`src/rtl/alarm_pkg.sv`:
```
// Shared types and parameter defaults for the alarm siren controller.
// Every block of the alarm path imports this package.
package alarm_pkg;

  typedef enum logic [1:0] {
    ST_IDLE    = 2'd0,
    ST_QUAL    = 2'd1,
    ST_SOUND   = 2'd2,
    ST_HOLDOFF = 2'd3
  } alarm_state_e;

  localparam int DEF_DEBOUNCE_CYC  = 4;
  localparam int DEF_BEEP_ON_CYC   = 8;
  localparam int DEF_BEEP_OFF_CYC  = 8;
  localparam int DEF_TIMEOUT_BEEPS = 16;
  localparam int DEF_HOLDOFF_CYC   = 32;

  localparam logic [3:0] EVENT_CNT_MAX = 4'd15;

endpackage

```
`src/rtl/alarm_debounce.sv`:
```
// Counts consecutive high samples of the raw alarm and flags the sample that
// completes the qualification window; clear holds the count at zero.
module alarm_debounce
  import alarm_pkg::*;
#(
  parameter int DEBOUNCE_CYC = DEF_DEBOUNCE_CYC
) (
  input  logic clk,
  input  logic rst_n,
  input  logic sAlarm,
  input  logic clear,
  output logic qual
);

  localparam int CW = $clog2(DEBOUNCE_CYC) + 1;

  logic [CW-1:0] cnt_q;
  logic [CW-1:0] cnt_d;

  // The qualifying sample is the one that would make the count DEBOUNCE_CYC,
  // so the FSM can enter SOUND on the same edge.
  assign qual = sAlarm && !clear && (cnt_q == CW'(DEBOUNCE_CYC - 1));

  always_comb begin
    cnt_d = cnt_q;
    if (clear || !sAlarm || qual) begin
      cnt_d = '0;
    end else begin
      cnt_d = cnt_q + 1'b1;
    end
  end

  always_ff @(posedge clk or negedge rst_n) begin
    if (!rst_n) begin
      cnt_q <= '0;
    end else begin
      cnt_q <= cnt_d;
    end
  end

endmodule

```
`src/rtl/alarm_siren.sv`:
```
// Alarm siren controller: debounced trigger, beep pattern with timeout,
// acknowledge-driven mute with a minimum holdoff and re-arm on alarm release.
module alarm_siren
  import alarm_pkg::*;
#(
  parameter int DEBOUNCE_CYC  = DEF_DEBOUNCE_CYC,
  parameter int BEEP_ON_CYC   = DEF_BEEP_ON_CYC,
  parameter int BEEP_OFF_CYC  = DEF_BEEP_OFF_CYC,
  parameter int TIMEOUT_BEEPS = DEF_TIMEOUT_BEEPS,
  parameter int HOLDOFF_CYC   = DEF_HOLDOFF_CYC
) (
  input  logic       clk,
  input  logic       rst_n,
  input  logic       sAlarm,
  input  logic       sAck,
  output logic       sSiren,
  output logic       sMuted,
  output logic [3:0] sEventCnt,
  output logic [1:0] dbg_state
);

  localparam int PH_MAX = (BEEP_ON_CYC > BEEP_OFF_CYC) ? BEEP_ON_CYC : BEEP_OFF_CYC;
  localparam int PH_W   = $clog2(PH_MAX) + 1;
  localparam int BEEP_W = $clog2(TIMEOUT_BEEPS) + 1;
  localparam int HO_W   = $clog2(HOLDOFF_CYC) + 1;

  alarm_state_e      state_q,     state_d;
  logic              phase_on_q,  phase_on_d;
  logic [PH_W-1:0]   phase_cnt_q, phase_cnt_d;
  logic [BEEP_W-1:0] beep_cnt_q,  beep_cnt_d;
  logic [HO_W-1:0]   ho_cnt_q,    ho_cnt_d;
  logic              siren_q,     siren_d;
  logic              muted_q,     muted_d;
  logic [3:0]        event_cnt_q, event_cnt_d;

  logic qual;
  logic deb_clear;
  logic on_end;
  logic off_end;

  assign deb_clear = (state_q == ST_SOUND) || (state_q == ST_HOLDOFF);

  alarm_debounce #(
    .DEBOUNCE_CYC(DEBOUNCE_CYC)
  ) u_debounce (
    .clk    (clk),
    .rst_n  (rst_n),
    .sAlarm (sAlarm),
    .clear  (deb_clear),
    .qual   (qual)
  );

  assign on_end  = phase_on_q  && (phase_cnt_q == PH_W'(BEEP_ON_CYC - 1));
  assign off_end = !phase_on_q && (phase_cnt_q == PH_W'(BEEP_OFF_CYC - 1));

  always_comb begin
    state_d     = state_q;
    phase_on_d  = phase_on_q;
    phase_cnt_d = phase_cnt_q;
    beep_cnt_d  = beep_cnt_q;
    ho_cnt_d    = ho_cnt_q;
    siren_d     = siren_q;
    muted_d     = muted_q;
    event_cnt_d = event_cnt_q;

    case (state_q)
      ST_IDLE, ST_QUAL: begin
        siren_d = 1'b0;
        muted_d = 1'b0;
        if (qual) begin
          state_d     = ST_SOUND;
          siren_d     = 1'b1;
          phase_on_d  = 1'b1;
          phase_cnt_d = '0;
          beep_cnt_d  = '0;
          if (event_cnt_q != EVENT_CNT_MAX) event_cnt_d = event_cnt_q + 4'd1;
        end else if (sAlarm) begin
          state_d = ST_QUAL;
        end else begin
          state_d = ST_IDLE;
        end
      end

      ST_SOUND: begin
        // Ack beats timeout beats alarm release; all three silence the siren at once.
        if (sAck || (on_end && (beep_cnt_q == BEEP_W'(TIMEOUT_BEEPS - 1)))) begin
          state_d     = ST_HOLDOFF;
          siren_d     = 1'b0;
          muted_d     = 1'b1;
          ho_cnt_d    = HO_W'(1);
          phase_on_d  = 1'b0;
          phase_cnt_d = '0;
          beep_cnt_d  = '0;
        end else if (!sAlarm) begin
          state_d     = ST_IDLE;
          siren_d     = 1'b0;
          phase_on_d  = 1'b0;
          phase_cnt_d = '0;
          beep_cnt_d  = '0;
        end else if (on_end) begin
          beep_cnt_d  = beep_cnt_q + 1'b1;
          phase_on_d  = 1'b0;
          phase_cnt_d = '0;
          siren_d     = 1'b0;
        end else if (off_end) begin
          phase_on_d  = 1'b1;
          phase_cnt_d = '0;
          siren_d     = 1'b1;
        end else begin
          phase_cnt_d = phase_cnt_q + 1'b1;
        end
      end

      ST_HOLDOFF: begin
        siren_d = 1'b0;
        // ho_cnt counts muted cycles including the entry cycle and saturates at expiry.
        if (ho_cnt_q == HO_W'(HOLDOFF_CYC)) begin
          if (!sAlarm) begin
            state_d  = ST_IDLE;
            muted_d  = 1'b0;
            ho_cnt_d = '0;
          end
        end else begin
          ho_cnt_d = ho_cnt_q + 1'b1;
        end
      end

      default: begin
        state_d = ST_IDLE;
        siren_d = 1'b0;
        muted_d = 1'b0;
      end
    endcase
  end

  always_ff @(posedge clk or negedge rst_n) begin
    if (!rst_n) begin
      state_q     <= ST_IDLE;
      phase_on_q  <= 1'b0;
      phase_cnt_q <= '0;
      beep_cnt_q  <= '0;
      ho_cnt_q    <= '0;
      siren_q     <= 1'b0;
      muted_q     <= 1'b0;
      event_cnt_q <= '0;
    end else begin
      state_q     <= state_d;
      phase_on_q  <= phase_on_d;
      phase_cnt_q <= phase_cnt_d;
      beep_cnt_q  <= beep_cnt_d;
      ho_cnt_q    <= ho_cnt_d;
      siren_q     <= siren_d;
      muted_q     <= muted_d;
      event_cnt_q <= event_cnt_d;
    end
  end

  assign sSiren    = siren_q;
  assign sMuted    = muted_q;
  assign sEventCnt = event_cnt_q;
  assign dbg_state = state_q;

endmodule

```
`config.mk`:
```
export PLATFORM = sky130hd
export DESIGN_NAME = alarm_siren
export DESIGN_NICKNAME = d
export VERILOG_FILES = /design/src/rtl/alarm_pkg.sv /design/src/rtl/alarm_debounce.sv /design/src/rtl/alarm_siren.sv
export SDC_FILE = /design/constraint.sdc
export NUM_CORES = 1
export LEC_CHECK = 0
export ABC_AREA = 0
export BUFFER_PORTS_ARGS = -buffer_cell sky130_fd_sc_hd__buf_2
export CAP_MARGIN = 20
export CORE_AREA = 2 2 57 59
export CTS_CLUSTER_SIZE = 14
export DETAILED_ROUTE_END_ITERATION = 8
export DIE_AREA = 0 0 59 61
export PLACE_DENSITY = 0.72
export SETUP_SLACK_MARGIN = 0.15
export SYNTH_ARGS = -nofsm -noshare
export SYNTH_HDL_FRONTEND = slang
export SYNTH_HIERARCHICAL = 1
export SYNTH_SLANG_ARGS = --single-unit
```
`constraint.sdc`:
```
create_clock -name clk -period 1.9 [get_ports clk]
set_input_delay 0.57 -clock clk [delete_from_list [all_inputs] [get_ports clk]]
set_output_delay 0.57 -clock clk [all_outputs]
set_load 0.05 [all_outputs]
```
==> out/metrics.cfg <==
[power]
p_seq_share_pct = 42.9
power.density_nw_per_um2 = 1120
intPower_w = 0.00120
ir_worst_vdd_uv = 657
combinationalPowerShare_pct = 45.1
p_sw_share_pct = 42.2
p_leak_nw = 0.828
clockPowerShare_pct = 12.0
p_sw_w = 0.000876

[synth]
synth_enable_flop_cells = 0
synth_top_area_share_pct = 44.9
syn-cell-area_um2 = 1510
synthTopCellsByCount = dfrtp_1 (27), a21oi_1 (11), nand2_1 (11)
yosysUniqueCellTypes = 48
syn_inst = 149
yosys.area.top_type = dfrtp_1
seq_area_frac_synth_pct = 44.9
yosys_most_used_dff = dfrtp_1
ys_ff_latch = 27
ys_warn_count = 6
syn_area_per_cell_um2 = 10.1
syn_nets = 161
synthArstFlopShare_pct = 100
post-synth-top-count-cell = dfrtp_1
netlist_top_cells_area = dfrtp_1 (45%), ha_1 (6.6%), a21oi_1 (3.7%)

[clocking]
clk_path_buf_depth = 2
cts-htree-levels = 1
root_buffer = clkbuf_4
clk_latency_ns = 0.32
ctsHoldBuffers = 0
tritoncts = done
clk_pin_slew_ns = 0.15
cts_num_sinks = 27
numCtsBuffers = 3

[run_status]
status = complete, no violations

[routing]
viasPerCell = 5.82
routedWlPerCell_um = 15.3
ant_nets = 0
via_count = 1216
dr.pass1.iters = 4
drc_errors = 0
routed_wl_um = 3200
drtIter0Drc = 28

[sta]
hold_slack_ns = 0.225
setup_viol = 0
setup_ws_ns = 0.149
rsz0062_at_grt = yes
tightestPinTransition_ns = 0.588
hold_viol_final = 0
clock_skew_ns = 0.00941
clock.fmax_mhz = 571
relSlewSlack_pct = 60.8
min_period_ns = 1.75
drv_slew = 0
finalCritPeriodShare_pct = 92.1

[grt]
grt_overflow = 0
grt_max_degree = 28
grt_pass1_vias = 1133
grt.total_usage_pct = 18.0
grt_first_pass_wirelength_um = 4880
antenna_found_initial = 0

[floorplanning]
die_area_um2 = 3600
start_util_pct = 51.0
rows = 20
die_h_um = 61
ios = 12
core_area_um2 = 2950
die_w_um = 59

[cells_and_area]
final_nets = 189
syn_to_final_growth_pct = 23.3
drive_gt1_share_pct = 34.7
diodes = 0
fillers = 246

[run]
cap_viol_max_count = 0

[placement]
numPortBuffers = 11
post-place-ws_ns = -0.0661
dpl.hpwl_um = 2140
gp_congestion = 0.863

[setup_path]
crit_fanout = 6
crit_chain = ha_2 > ha_4 > and3b_2 > nor2b_4 > nor3_4 > a211o_1 > a22o_1
crit_path_end_kind = flop
critPathKind = flop to flop
cp.arrival_ns = 1.98
slowest_stage = dfrtp_1
critPathMaxStageDelay_ns = 0.38
required_ns = 2.13
cp-start-kind = flop

[min_path]
hp-class = primary input to asynchronous set/reset pin

## stage by stage
stage / setup TNS, ns / utilization, % / instances / area, um^2 / total power, W
2_1_floorplan: 0 / - / 149 / 1510 / 0.00151
3_3_place_gp: 0 / 54.6 / 193 / 1610 / 0.00167
3_5_place_dp: -0.107 / 54.6 / 193 / 1610 / 0.00171
4_1_cts: 0 / 59.2 / 203 / 1750 / 0.00201
5_1_grt: 0 / 62.9 / 209 / 1860 / 0.00222
6_report: 0 / 62.9 / 209 / 1860 / 0.00207
## worst paths after layout
path,cells past startpoint,start,endpoint,slack (ns)
setup / recovery,7,u_debounce/cnt_q[0],beep_cnt_q[3],0.15
min in group clk,1,sSiren,sSiren,0.53
hold / removal,1,rst_n,beep_cnt_q[2],0.23
setup reg to reg,7,u_debounce/cnt_q[0],beep_cnt_q[3],0.15
max in group asynchronous,1,rst_n,dbg_state[0],1.26
hold reg to reg,1,sSiren,sSiren,0.53
## power groups by stage
stage	sequential (W)	combinational, W	clock [W]
2_1_floorplan	0.00102	0.000492	0
3_3_place_gp	0.000880	0.000786	0
3_5_place_dp	0.000892	0.000820	0
4_1_cts	0.000879	0.000884	0.000250
5_1_grt	0.000917	0.00102	0.000285
6_report	0.000890	0.000935	0.000248
## sequential cells by signal, indices dropped and copies added (netlist names)
signal / flops
sSiren: 1
ho_cnt_q: 6
dbg_state: 2
beep_cnt_q: 5
sEventCnt: 4
u_debounce/cnt_q: 3
sMuted: 1
phase_cnt_q: 4
phase_on_q: 1
## what timing repair did
| item | CTS | global route |
|---|---|---|
| pin swaps | 3 | 7 |
| setup endpoints to repair | 21 | 18 |
| setup buffers | 6 | 6 |
| gates resized for setup | 16 | 15 |
## logic make-up after synthesis
logic type,Yosys count,synth area share (%)
fa+ha+maj,8,6.64
compound gates,42,18.9
simple gates,54,22.0
xor+xnor,2,1.16
buf+inv,13,4.40
mux,3,2.08
flops,27,44.9
## critical path, delay by kind of cell (launching register included)
| family | cells | cell delay (ns) |
|---|---|---|
| AOI/OAI and AO/OA | 2 | 0.47 |
| adders and majority gates | 2 | 0.33 |
| DFF | 1 | 0.38 |
| and+or+nand+nor | 3 | 0.48 |
## final cells by class
type                            instances  area, um^2  share of cell area [%]
Multi-Input combinational cell        109         885                    47.6
Tap cell                               33        41.3                    2.22
Timing Repair Buffer                   29         200                    10.8
Sequential cell                        27         678                    36.5
Clock buffer                            4        26.3                    1.42
Inverter                                7        26.3                    1.42
## routing by layer
layer / global-route usage, % / share of wire (%)
met3: 2.77 / 1.8
met4: 5.84 / 0.97
met5: 0 / 0
met1: 22.7 / 44
met2: 31.7 / 53
## cells in the final DEF (no fill, tap or decap), types with 3 or more instances in the layout
cell type and count:
a21oi_1 10, a22o_1 3, buf_2 10, buf_4 17, clkbuf_4 3, dfrtp_1 25, ha_1 3, ha_4 3
inv_1 6, nand2_1 10, nand3_1 7, nor2_1 5, nor2b_1 5, nor4b_1 3, o21ai_0 7, o21ai_2 3
o2bb2ai_1 3
Note: power is estimated with default switching activity, not from simulation.
